$ cat src/rtl/decode_stage_if.sv
// Handshake and decoded-field bundle between fetch, decode_stage and execute.
// slave: the decode stage's view; master: the upstream/downstream driver's view.
interface decode_stage_if #(
    parameter int unsigned OPCODE_W = 4,
    parameter int unsigned INSTR_W  = 32,
    parameter int unsigned EXTRA_W  = 4,
    parameter int unsigned REG_W    = 4,
    parameter int unsigned DATA_W   = 32
);
    logic                i_flush;
    logic                i_valid;
    logic                o_ready;
    logic [INSTR_W-1:0]  i_instruction;
    logic                o_valid;
    logic                i_ready;
    logic [OPCODE_W-1:0] o_opcode;
    logic [EXTRA_W-1:0]  o_extra;
    logic [REG_W-1:0]    o_operandA;
    logic [REG_W-1:0]    o_operandB;
    logic [DATA_W-1:0]   o_immediate;
    logic                o_illegal;
    logic [31:0]         o_count;
    logic [15:0]         o_illegal_count;

    modport slave (
        input  i_flush, i_valid, i_instruction, i_ready,
        output o_ready, o_valid, o_opcode, o_extra, o_operandA, o_operandB,
        output o_immediate, o_illegal, o_count, o_illegal_count
    );

    modport master (
        output i_flush, i_valid, i_instruction, i_ready,
        input  o_ready, o_valid, o_opcode, o_extra, o_operandA, o_operandB,
        input  o_immediate, o_illegal, o_count, o_illegal_count
    );
endinterface

$ cat src/rtl/decode_stage.sv
// Registered instruction decode stage with a 2-entry skid buffer (OUT + SKID).
// Define DECODE_STATS_EN to build the emitted/illegal entry counters.
module decode_stage #(
    parameter int unsigned INSTR_W  = 32,
    parameter int unsigned OPCODE_W = 4,
    parameter int unsigned EXTRA_W  = 4,
    parameter int unsigned REG_W    = 4,
    parameter int unsigned IMM_W    = 16,
    parameter int unsigned DATA_W   = 32,
    parameter logic [(1<<OPCODE_W)-1:0] SEXT_MASK  = '0,
    parameter logic [(1<<OPCODE_W)-1:0] LEGAL_MASK = '1
) (
    input logic            clk,
    input logic            reset,
    decode_stage_if.slave  bus
);

    typedef struct packed {
        logic [OPCODE_W-1:0] opcode;
        logic [EXTRA_W-1:0]  extra;
        logic [REG_W-1:0]    op_a;
        logic [REG_W-1:0]    op_b;
        logic [DATA_W-1:0]   imm;
        logic                illegal;
    } entry_t;

    typedef enum logic [1:0] {StEmpty, StOne, StFull} state_e;

    function automatic entry_t decode(input logic [INSTR_W-1:0] ins);
        entry_t             e;
        logic [IMM_W-1:0]   imm;
        logic [DATA_W-1:0]  ext;
        e.opcode = ins[INSTR_W-1 -: OPCODE_W];
        e.extra  = ins[INSTR_W-OPCODE_W-1 -: EXTRA_W];
        e.op_a   = ins[INSTR_W-OPCODE_W-EXTRA_W-1 -: REG_W];
        e.op_b   = ins[IMM_W+REG_W-1 -: REG_W];
        imm      = ins[IMM_W-1:0];
        // Fill with the sign (or zero), then overlay the raw field; works for DATA_W == IMM_W.
        ext              = {DATA_W{SEXT_MASK[e.opcode] & imm[IMM_W-1]}};
        ext[IMM_W-1:0]   = imm;
        e.imm            = ext;
        e.illegal        = ~LEGAL_MASK[e.opcode];
        return e;
    endfunction

    state_e state_q, state_d;
    entry_t out_q, out_d;
    entry_t skid_q, skid_d;
    logic   valid_q, valid_d;
    logic   ready_q, ready_d;
    logic   accept, emit;
    entry_t incoming;

    assign accept   = bus.i_valid && ready_q;
    assign emit     = valid_q && bus.i_ready;
    assign incoming = decode(bus.i_instruction);

    always_comb begin
        state_d = state_q;
        out_d   = out_q;
        skid_d  = skid_q;
        if (bus.i_flush) begin
            state_d = StEmpty;
        end else begin
            case (state_q)
                StEmpty: begin
                    if (accept) begin
                        out_d   = incoming;
                        state_d = StOne;
                    end
                end
                StOne: begin
                    if (accept && emit) begin
                        out_d = incoming;
                    end else if (accept) begin
                        skid_d  = incoming;
                        state_d = StFull;
                    end else if (emit) begin
                        state_d = StEmpty;
                    end
                end
                StFull: begin
                    if (emit) begin
                        out_d   = skid_q;
                        state_d = StOne;
                    end
                end
                default: state_d = StEmpty;
            endcase
        end
        // Handshake outputs are registered so o_ready never sees i_ready combinationally.
        valid_d = (state_d != StEmpty);
        ready_d = (state_d != StFull);
    end

    always_ff @(posedge clk or negedge reset) begin
        if (!reset) begin
            state_q <= StEmpty;
            out_q   <= '0;
            skid_q  <= '0;
            valid_q <= 1'b0;
            ready_q <= 1'b1;
        end else begin
            state_q <= state_d;
            out_q   <= out_d;
            skid_q  <= skid_d;
            valid_q <= valid_d;
            ready_q <= ready_d;
        end
    end

    assign bus.o_valid     = valid_q;
    assign bus.o_ready     = ready_q;
    assign bus.o_opcode    = out_q.opcode;
    assign bus.o_extra     = out_q.extra;
    assign bus.o_operandA  = out_q.op_a;
    assign bus.o_operandB  = out_q.op_b;
    assign bus.o_immediate = out_q.imm;
    assign bus.o_illegal   = out_q.illegal;

`ifdef DECODE_STATS_EN
    logic [31:0] count_q, count_d;
    logic [15:0] icount_q, icount_d;

    always_comb begin
        count_d  = count_q;
        icount_d = icount_q;
        if (emit && !bus.i_flush) begin
            count_d = count_q + 32'd1;
            if (out_q.illegal && (icount_q != 16'hFFFF)) begin
                icount_d = icount_q + 16'd1;
            end
        end
    end

    // Counters survive flush; only reset clears them.
    always_ff @(posedge clk or negedge reset) begin
        if (!reset) begin
            count_q  <= '0;
            icount_q <= '0;
        end else begin
            count_q  <= count_d;
            icount_q <= icount_d;
        end
    end

    assign bus.o_count         = count_q;
    assign bus.o_illegal_count = icount_q;
`else
    assign bus.o_count         = '0;
    assign bus.o_illegal_count = '0;
`endif

endmodule
$ cat src/flat_wrapper.sv
// flat-port wrapper written by rule: the top's interface ports become plain ports
module decode_stage_flat 
#(
    parameter int unsigned INSTR_W  = 32,
    parameter int unsigned OPCODE_W = 4,
    parameter int unsigned EXTRA_W  = 4,
    parameter int unsigned REG_W    = 4,
    parameter int unsigned IMM_W    = 16,
    parameter int unsigned DATA_W   = 32,
    parameter logic [(1<<OPCODE_W)-1:0] SEXT_MASK  = '0,
    parameter logic [(1<<OPCODE_W)-1:0] LEGAL_MASK = '1
)
  (clk, reset, bus_i_flush, bus_i_valid, bus_i_instruction, bus_i_ready, bus_o_ready, bus_o_valid, bus_o_opcode, bus_o_extra, bus_o_operandA, bus_o_operandB, bus_o_immediate, bus_o_illegal, bus_o_count, bus_o_illegal_count);
  decode_stage_if #(.OPCODE_W(OPCODE_W), .INSTR_W(INSTR_W), .EXTRA_W(EXTRA_W), .REG_W(REG_W), .DATA_W(DATA_W)) bus_i ();
  input logic clk;
  input logic reset;
  input wire logic [$bits(bus_i.i_flush)-1:0] bus_i_flush;
  input wire logic [$bits(bus_i.i_valid)-1:0] bus_i_valid;
  input wire logic [$bits(bus_i.i_instruction)-1:0] bus_i_instruction;
  input wire logic [$bits(bus_i.i_ready)-1:0] bus_i_ready;
  output wire logic [$bits(bus_i.o_ready)-1:0] bus_o_ready;
  output wire logic [$bits(bus_i.o_valid)-1:0] bus_o_valid;
  output wire logic [$bits(bus_i.o_opcode)-1:0] bus_o_opcode;
  output wire logic [$bits(bus_i.o_extra)-1:0] bus_o_extra;
  output wire logic [$bits(bus_i.o_operandA)-1:0] bus_o_operandA;
  output wire logic [$bits(bus_i.o_operandB)-1:0] bus_o_operandB;
  output wire logic [$bits(bus_i.o_immediate)-1:0] bus_o_immediate;
  output wire logic [$bits(bus_i.o_illegal)-1:0] bus_o_illegal;
  output wire logic [$bits(bus_i.o_count)-1:0] bus_o_count;
  output wire logic [$bits(bus_i.o_illegal_count)-1:0] bus_o_illegal_count;
  assign bus_i.i_flush = bus_i_flush;
  assign bus_i.i_valid = bus_i_valid;
  assign bus_i.i_instruction = bus_i_instruction;
  assign bus_i.i_ready = bus_i_ready;
  assign bus_o_ready = bus_i.o_ready;
  assign bus_o_valid = bus_i.o_valid;
  assign bus_o_opcode = bus_i.o_opcode;
  assign bus_o_extra = bus_i.o_extra;
  assign bus_o_operandA = bus_i.o_operandA;
  assign bus_o_operandB = bus_i.o_operandB;
  assign bus_o_immediate = bus_i.o_immediate;
  assign bus_o_illegal = bus_i.o_illegal;
  assign bus_o_count = bus_i.o_count;
  assign bus_o_illegal_count = bus_i.o_illegal_count;
  decode_stage #(.INSTR_W(INSTR_W), .OPCODE_W(OPCODE_W), .EXTRA_W(EXTRA_W), .REG_W(REG_W), .IMM_W(IMM_W), .DATA_W(DATA_W), .SEXT_MASK(SEXT_MASK), .LEGAL_MASK(LEGAL_MASK)) u_core (.clk(clk), .reset(reset), .bus(bus_i));
endmodule
$ cat config.mk
export PLATFORM = sky130hd
export DESIGN_NAME = decode_stage_flat
export DESIGN_NICKNAME = d
export VERILOG_FILES = /design/src/rtl/decode_stage_if.sv /design/src/rtl/decode_stage.sv /design/src/flat_wrapper.sv
export SDC_FILE = /design/constraint.sdc
export NUM_CORES = 1
export LEC_CHECK = 0
export ABC_AREA = 1
export BUFFER_PORTS_ARGS = -buffer_cell sky130_fd_sc_hd__buf_4
export CAP_MARGIN = 20
export CELL_PAD_IN_SITES_DETAIL_PLACEMENT = 1
export CELL_PAD_IN_SITES_GLOBAL_PLACEMENT = 2
export CORE_ASPECT_RATIO = 0.75
export CORE_UTILIZATION = 29
export DETAILED_ROUTE_END_ITERATION = 10
export GPL_ROUTABILITY_DRIVEN = 0
export MAX_ROUTING_LAYER = met4
export PLACE_DENSITY = 0.91
export SLEW_MARGIN = 15
export SYNTH_ARGS = -nofsm -noshare
export SYNTH_HDL_FRONTEND = slang
export SYNTH_SLANG_ARGS = --single-unit
$ cat constraint.sdc
create_clock -name clk -period 2.65 [get_ports clk]
set_input_delay 0.1325 -clock clk [delete_from_list [all_inputs] [get_ports clk]]
set_output_delay 0.1325 -clock clk [all_outputs]
set_load 0.05 [all_outputs]
== Yosys cells after proc, flatten, opt, wreduce, memory -nomap -nowiden ==
Memories as Yosys holds them, arrays and structs flattened.
Cells that the tools add are included.

* Bits in read-only memories: 32
* Word-level logic and storage cells: 49
* Flip-flop bits (word level): 87
* Output and inout port bits: 99
* Memories: 2
* Input bits: 37

{| class="wikitable"
|+ Memories
! name !! words !! bits a word !! read ports !! clocked after Yosys merged registers in !! wr ports !! line !! RTL
|-
| (no name shown) || 16 || 1 || 1 || 0 || 0 || decode_stage.sv:39 || <nowiki>ext = {DATA_W{SEXT_MASK[e.opcode] & imm[IMM_W-1]}};</nowiki>
|-
| (no name shown) || 16 || 1 || 1 || 0 || 0 || decode_stage.sv:42 || <nowiki>e.illegal = ~LEGAL_MASK[e.opcode];</nowiki>
|}

* Multiplexer cells: 13
* Eq/ne operators: 6
* Bitwise logic cells: 4
* Reductions and logical operators: 8
* Magnitude comparators: 1

{| class="wikitable"
|+ Operators with widths
! cell !! count
|-
| 2-to-1 mux 49 bit || 3
|-
| case mux 49 bit (3 select lines) || 1
|-
| 2-to-1 mux 2 bit || 6
|-
| != test 2 x 1 -> 1 bit (second input constant) || 3
|-
| case mux 2 bit (3 select lines) || 1
|-
| < comparator 4 x 5 -> 1 bit (second input constant) || 1
|-
| AND reduction 5 bit || 1
|-
| AND reduction 4 bit || 1
|-
| logical AND 1 bit || 3
|-
| NOT 1 bit || 3
|-
| nonzero test 3 bit || 1
|-
| equality test 2 x 1 -> 1 bit (second input constant) || 1
|-
| equality test 2 bit (second input constant) || 1
|-
| logical NOT 2 bit || 1
|-
| 2-to-1 mux 1 bit || 2
|-
| != test 2 bit (second input constant) || 1
|-
| nonzero test 2 bit || 1
|-
| AND 1 bit || 1
|}

== Longest topological paths before layout ==
* Word-level depth: 7
* Depth in mapped cells: 7
* Depth with buffers taken out: 6

== Worst setup path before layout ==
OpenSTA, ideal clock, no wires.

* Path type: flip-flop to flip-flop
* Start: register u_core.ready_q (netlist: u_core.bus.o_ready)
* End: register u_core.out_q (netlist bit u_core.bus.o_extra[0])
* Period minus slack after synthesis: 1.523 ns
* Buffers on the path: 1
* Arrival: 1.457 ns
* Library setup time: 0.066 ns
* Stages on the path, launching flop included: 8
* Slack: 1.127 ns
* Cell sequence: dfstp_2 -> nand2_1 -> nand2_1 -> inv_1 -> nor2_2 -> buf_2 -> nand3_1 -> nand2_1

* Cells in the longest elaborated chain, start to end: 4

{| class="wikitable"
|+ RTL lines
! what !! line !! RTL
|-
| from (decl) || decode_stage.sv:50 || <nowiki>logic ready_q, ready_d;</nowiki>
|-
| from (signal assigned) || decode_stage.sv:108 || <nowiki>ready_q <= ready_d;</nowiki>
|-
| logical AND 1 bit * || decode_stage.sv:54 || <nowiki>assign accept = bus.i_valid && ready_q;</nowiki>
|-
| logical AND 1 bit || decode_stage.sv:73 || <nowiki>if (accept && emit) begin</nowiki>
|-
| != test 2 x 1 -> 1 bit (no source line) || - ||
|-
| AND reduction 5 bit (no source line) * || - ||
|-
| to (signal assigned) || decode_stage.sv:105 || <nowiki>out_q <= out_d;</nowiki>
|-
| to (decl) || decode_stage.sv:47 || <nowiki>entry_t out_q, out_d;</nowiki>
|}

Mark *: on every way between the ends. The rest lies on a longest branch, timed or not.
A chain may end at the register's enable or synchronous reset.

== Final worst setup path ==
* Start: register u_core.state_q[1]
* End: register u_core.out_q (netlist bit u_core.bus.o_operandA[1])

* Cells in the longest elaborated chain, start to end: 3

{| class="wikitable"
|+ RTL lines
! what !! line !! RTL
|-
| from (decl) || decode_stage.sv:46 || <nowiki>state_e state_q, state_d;</nowiki>
|-
| from (signal assigned) || decode_stage.sv:98 || <nowiki>state_q <= StEmpty;</nowiki>
|-
| from (signal assigned) || decode_stage.sv:104 || <nowiki>state_q <= state_d;</nowiki>
|-
| equality test 2 bit, or another cell as far along || decode_stage.sv:65 || <nowiki>case (state_q)</nowiki>
|-
| != test 2 x 1 -> 1 bit (no source line) or nonzero test 3 bit (tied branches) || - ||
|-
| AND reduction 5 bit (no source line) || - ||
|}

Parallel ways exist; a longest one is shown, timed or not.

==> impl_metrics.py <==
metrics = {
    "critical_path": {
        "critPathMaxStageDelay_ns": 0.50,
        "cp_cell_sequence": "buf_4, nand2_2, nand2_1, nand2_1, nand3_1, nand2_1",
        "critPathRequiredTime_ns": 2.86,
        "slowest_stage": "nand2_2",
        "reg2reg_slack_ns": 0.69,
        "cp.buffers_inverters": 1,
        "cpMostUsedCell": "nand2_1",
        "setup.worst_path.start_class": "flip-flop",
        "arrival_ns": 2.18,
        "endpoint_kind": "flip-flop",
        "rr_startpoint": "u_core.state_q[1]$_DFF_PN0_",
        "crit_family": "simple AND/OR/NAND/NOR gates",
        "ff2ff_path_depth": 6,
        "crit_type": "reg -> reg",
        "worst_r2r_endpoint": "u_core.bus.o_operandA[1]$_DFFE_PN0P_",
        "critPathMaxFanout": 33,
    },
    "sta": {
        "hold_viol": 0,
        "tns_ns": 0,
        "max_slew.worst_pin.slew_ns": 0.880,
        "final_max_slew_viol_count": 0,
        "period_share_pct": 74.0,
        "max_freq_mhz": 510,
        "setup_viol": 0,
        "period_needed_ns": 1.96,
        "maxSlewHeadroom_pct": 41.4,
        "rsz0062_at_grt": "false",
        "finClkSkew_ns": 0.00562,
    },
    "route": {
        "dr.pass1.iters": 4,
        "routed_wl_mm": 10.2,
        "drtAntennaViolNets": 0,
        "vias": 3098,
        "drt-initial-drc-count": 208,
        "drc": 0,
        "wl_per_cell_um": 14.5,
        "via_per_inst": 4.38,
    },
    "outcome": {
        "status": "finished clean",
    },
    "global_route": {
        "grt_first_pass_wirelength_mm": 16.8,
        "grt_usage_pct": 16.9,
        "overflow": 0,
        "grt_pass1_vias": 3229,
        "antenna_found_initial": 0,
        "grt_max_degree": 69,
    },
    "min_path": {
        "hold_end": "u_core.skid_q[42]$_DFFE_PN0P_",
        "hold_path_class": "in -> reg",
        "worstHoldStart": "bus_i_instruction[25]",
        "holdPathStages": 3,
    },
    "logic_synthesis": {
        "yosysMostFrequentCell": "nand2_1",
        "yosysTopAreaCell": "dfrtp_1",
        "synth.distinct_cells": 19,
        "netlist_top_cells_area": "dfrtp_1 45%, nand2_1 20%, buf_4 15%, nand3_1 13%, buf_2 1.2%",
        "synth_area_mm2": 0.00371,
        "seq_area_frac_synth_pct": 45.9,
        "synth-edff-count": 0,
        "netlist.area_leader.share_pct": 45.2,
        "ys_top_cells_by_count": "199 x nand2_1, 98 x nand3_1, 72 x buf_4",
        "synthArstFlopShare_pct": 100,
        "avgSynthCellArea_um2": 7.77,
        "synth-main-ff-cell": "dfrtp_1",
        "netlist_instances": 477,
        "synth-seq-cells": 68,
        "ys_warn_count": 0,
    },
    "cts": {
        "cts_inserted_buffers": 9,
        "clock_sinks": 68,
        "cts_resized": 0,
        "cts_tree": "done",
        "insertion_delay_ns": 0.33,
        "root_buffer": "clkbuf_16",
        "clock_path_buffers": 2,
        "cts.reportedPaths.clkPinSlew_ns": 0.05,
        "htreeDepth": 3,
    },
    "pwr": {
        "peakVddDrop_uv": 546,
        "p_total_w": 0.00519,
        "power_density_mw_per_mm2": 1190,
        "p_leak_nw": 2.46,
    },
    "finish": {
        "fin_nets": 573,
        "diodes": 0,
        "multi_input_comb_area_mm2": 0.00157,
        "seq_area_mm2": 0.00170,
        "areaGrowthSynthToFinish_pct": 18.2,
        "fillers": 1545,
        "drive_gt1_share_pct": 18.1,
    },
    "die": {
        "die_width_um": 133,
        "placementRows": 35,
        "ios": 136,
        "initial_utilization_pct": 30.0,
        "die_h_um": 99.9,
        "die_area_mm2": 0.0132,
        "core_mm2": 0.0123,
    },
    "place": {
        "hpwlAfterDp_mm": 6.80,
        "io_buffer_count": 70,
    },
    "flow_run": {
        "maxCapViolations": 0,
    },
}
[registers in the layout, indices dropped and copies added, names as in the netlist]
register and count:
u_core.bus.o_extra 4, u_core.bus.o_immediate 16, u_core.bus.o_opcode 4, u_core.bus.o_operandA 4, u_core.bus.o_operandB 4, u_core.bus.o_ready 1, u_core.bus.o_valid 1, u_core.skid_q 32
u_core.state_q 2
[cell usage in the layout, fill, tap and decap left out]
| master | Yosys | routed |
|---|---|---|
| nor2_4 | 1 | 1 |
| a21oi_1 | 1 | 1 |
| nand3_1 | 98 | 98 |
| bufinv_16 | 0 | 1 |
| dlygate4sd3_1 | 0 | 1 |
| inv_2 | 1 | 1 |
| nand2_1 | 199 | 199 |
| clkbuf_8 | 0 | 2 |
| inv_1 | 5 | 5 |
| nand3_2 | 1 | 1 |
| buf_4 | 72 | 76 |
| dfstp_2 | 1 | 1 |
| o21ai_4 | 1 | 1 |
| clkbuf_1 | 9 | 4 |
| o21ai_0 | 1 | 1 |
| conb_1 | 1 | 65 |
| dfrtp_1 | 67 | 67 |
| clkbuf_16 | 0 | 9 |
| nor2_1 | 2 | 2 |
| nand2_2 | 3 | 3 |
| nor2_2 | 2 | 2 |
[through the flow]
stage          std cells  hold slack [ns]  setup WS [ns]  utilization, %  cell area (µm²)
2_1_floorplan        541           -0.163           1.13               -             3950
3_3_place_gp         690            0.306          0.776            33.0             4070
3_5_place_dp         690            0.308          0.698            33.0             4070
4_1_cts              707           0.0374          0.680            35.5             4380
5_1_grt              707           0.0452          0.511            35.5             4380
6_report             707           0.0425          0.688            35.5             4380
[layout make-up]
cell class / instances / area share (%)
Clock buffer: 15 / 6.11
Tap cell: 166 / 4.74
Inverter: 6 / 0.514
Sequential cell: 68 / 38.9
Timing Repair Buffer: 77 / 13.3
Clock inverter: 1 / 0.686
Multi-Input combinational cell: 374 / 35.8
[metal layers]
| metal | vias to the layer above | global-route usage (%) | wire length (µm) |
|---|---|---|---|
| li1 | 1493 | - | - |
| met1 | 1505 | 21.7 | 4980 |
| met2 | 88 | 26.2 | 4650 |
| met3 | 12 | 4.75 | 476 |
| met4 | 0 | 4.42 | 141 |
| met5 | - | - | 0 |
[cells by family after synthesis]
group	synth area share (%)
other	0.101
flip-flops	45.9
buffers and inverters	18.2
AO/OA/AOI/OAI	0.709
AND/OR/NAND/NOR	35.0
[worst max path at each step]
| stage | from | end | slack [ns] | depth (start not counted) |
|---|---|---|---|---|
| after floorplan | u_core.bus.o_ready$_DFF_PN1_ | u_core.bus.o_extra[0]$_DFFE_PN0P_ | 1.13 | 7 |
| after global placement | u_core.state_q[1]$_DFF_PN0_ | u_core.bus.o_immediate[14]$_DFFE_PN0P_ | 0.78 | 6 |
| after detailed placement | u_core.state_q[1]$_DFF_PN0_ | u_core.bus.o_operandA[1]$_DFFE_PN0P_ | 0.70 | 6 |
| after CTS | u_core.state_q[1]$_DFF_PN0_ | u_core.bus.o_operandA[1]$_DFFE_PN0P_ | 0.68 | 6 |
| after global routing | u_core.state_q[1]$_DFF_PN0_ | u_core.bus.o_immediate[7]$_DFFE_PN0P_ | 0.51 | 6 |
| final | u_core.state_q[1]$_DFF_PN0_ | u_core.bus.o_operandA[1]$_DFFE_PN0P_ | 0.69 | 6 |
[report_power, final]
part / total (W) / leakage [nW] / internal (W) / switching, W
Clock: 0.00121 / 0.144 / 0.000781 / 0.000426
Sequential: 0.00177 / 0.849 / 0.00149 / 0.000279
Combinational: 0.00221 / 1.47 / 0.000575 / 0.00164
[worst register-to-register path: stages, from the launching register on]
cell and delay (ns):
dfrtp_1 0.46, buf_4 0.42, nand2_2 0.51, nand2_1 0.18, nand2_1 0.11, nand3_1 0.11
nand2_1 0.06
[what timing repair did]
action,in CTS,in global routing
hold buffers,1,0
setup buffers,0,0
endpoints found under the hold margin,67,0
No activity file was read; power rests on OpenSTA's default activity.
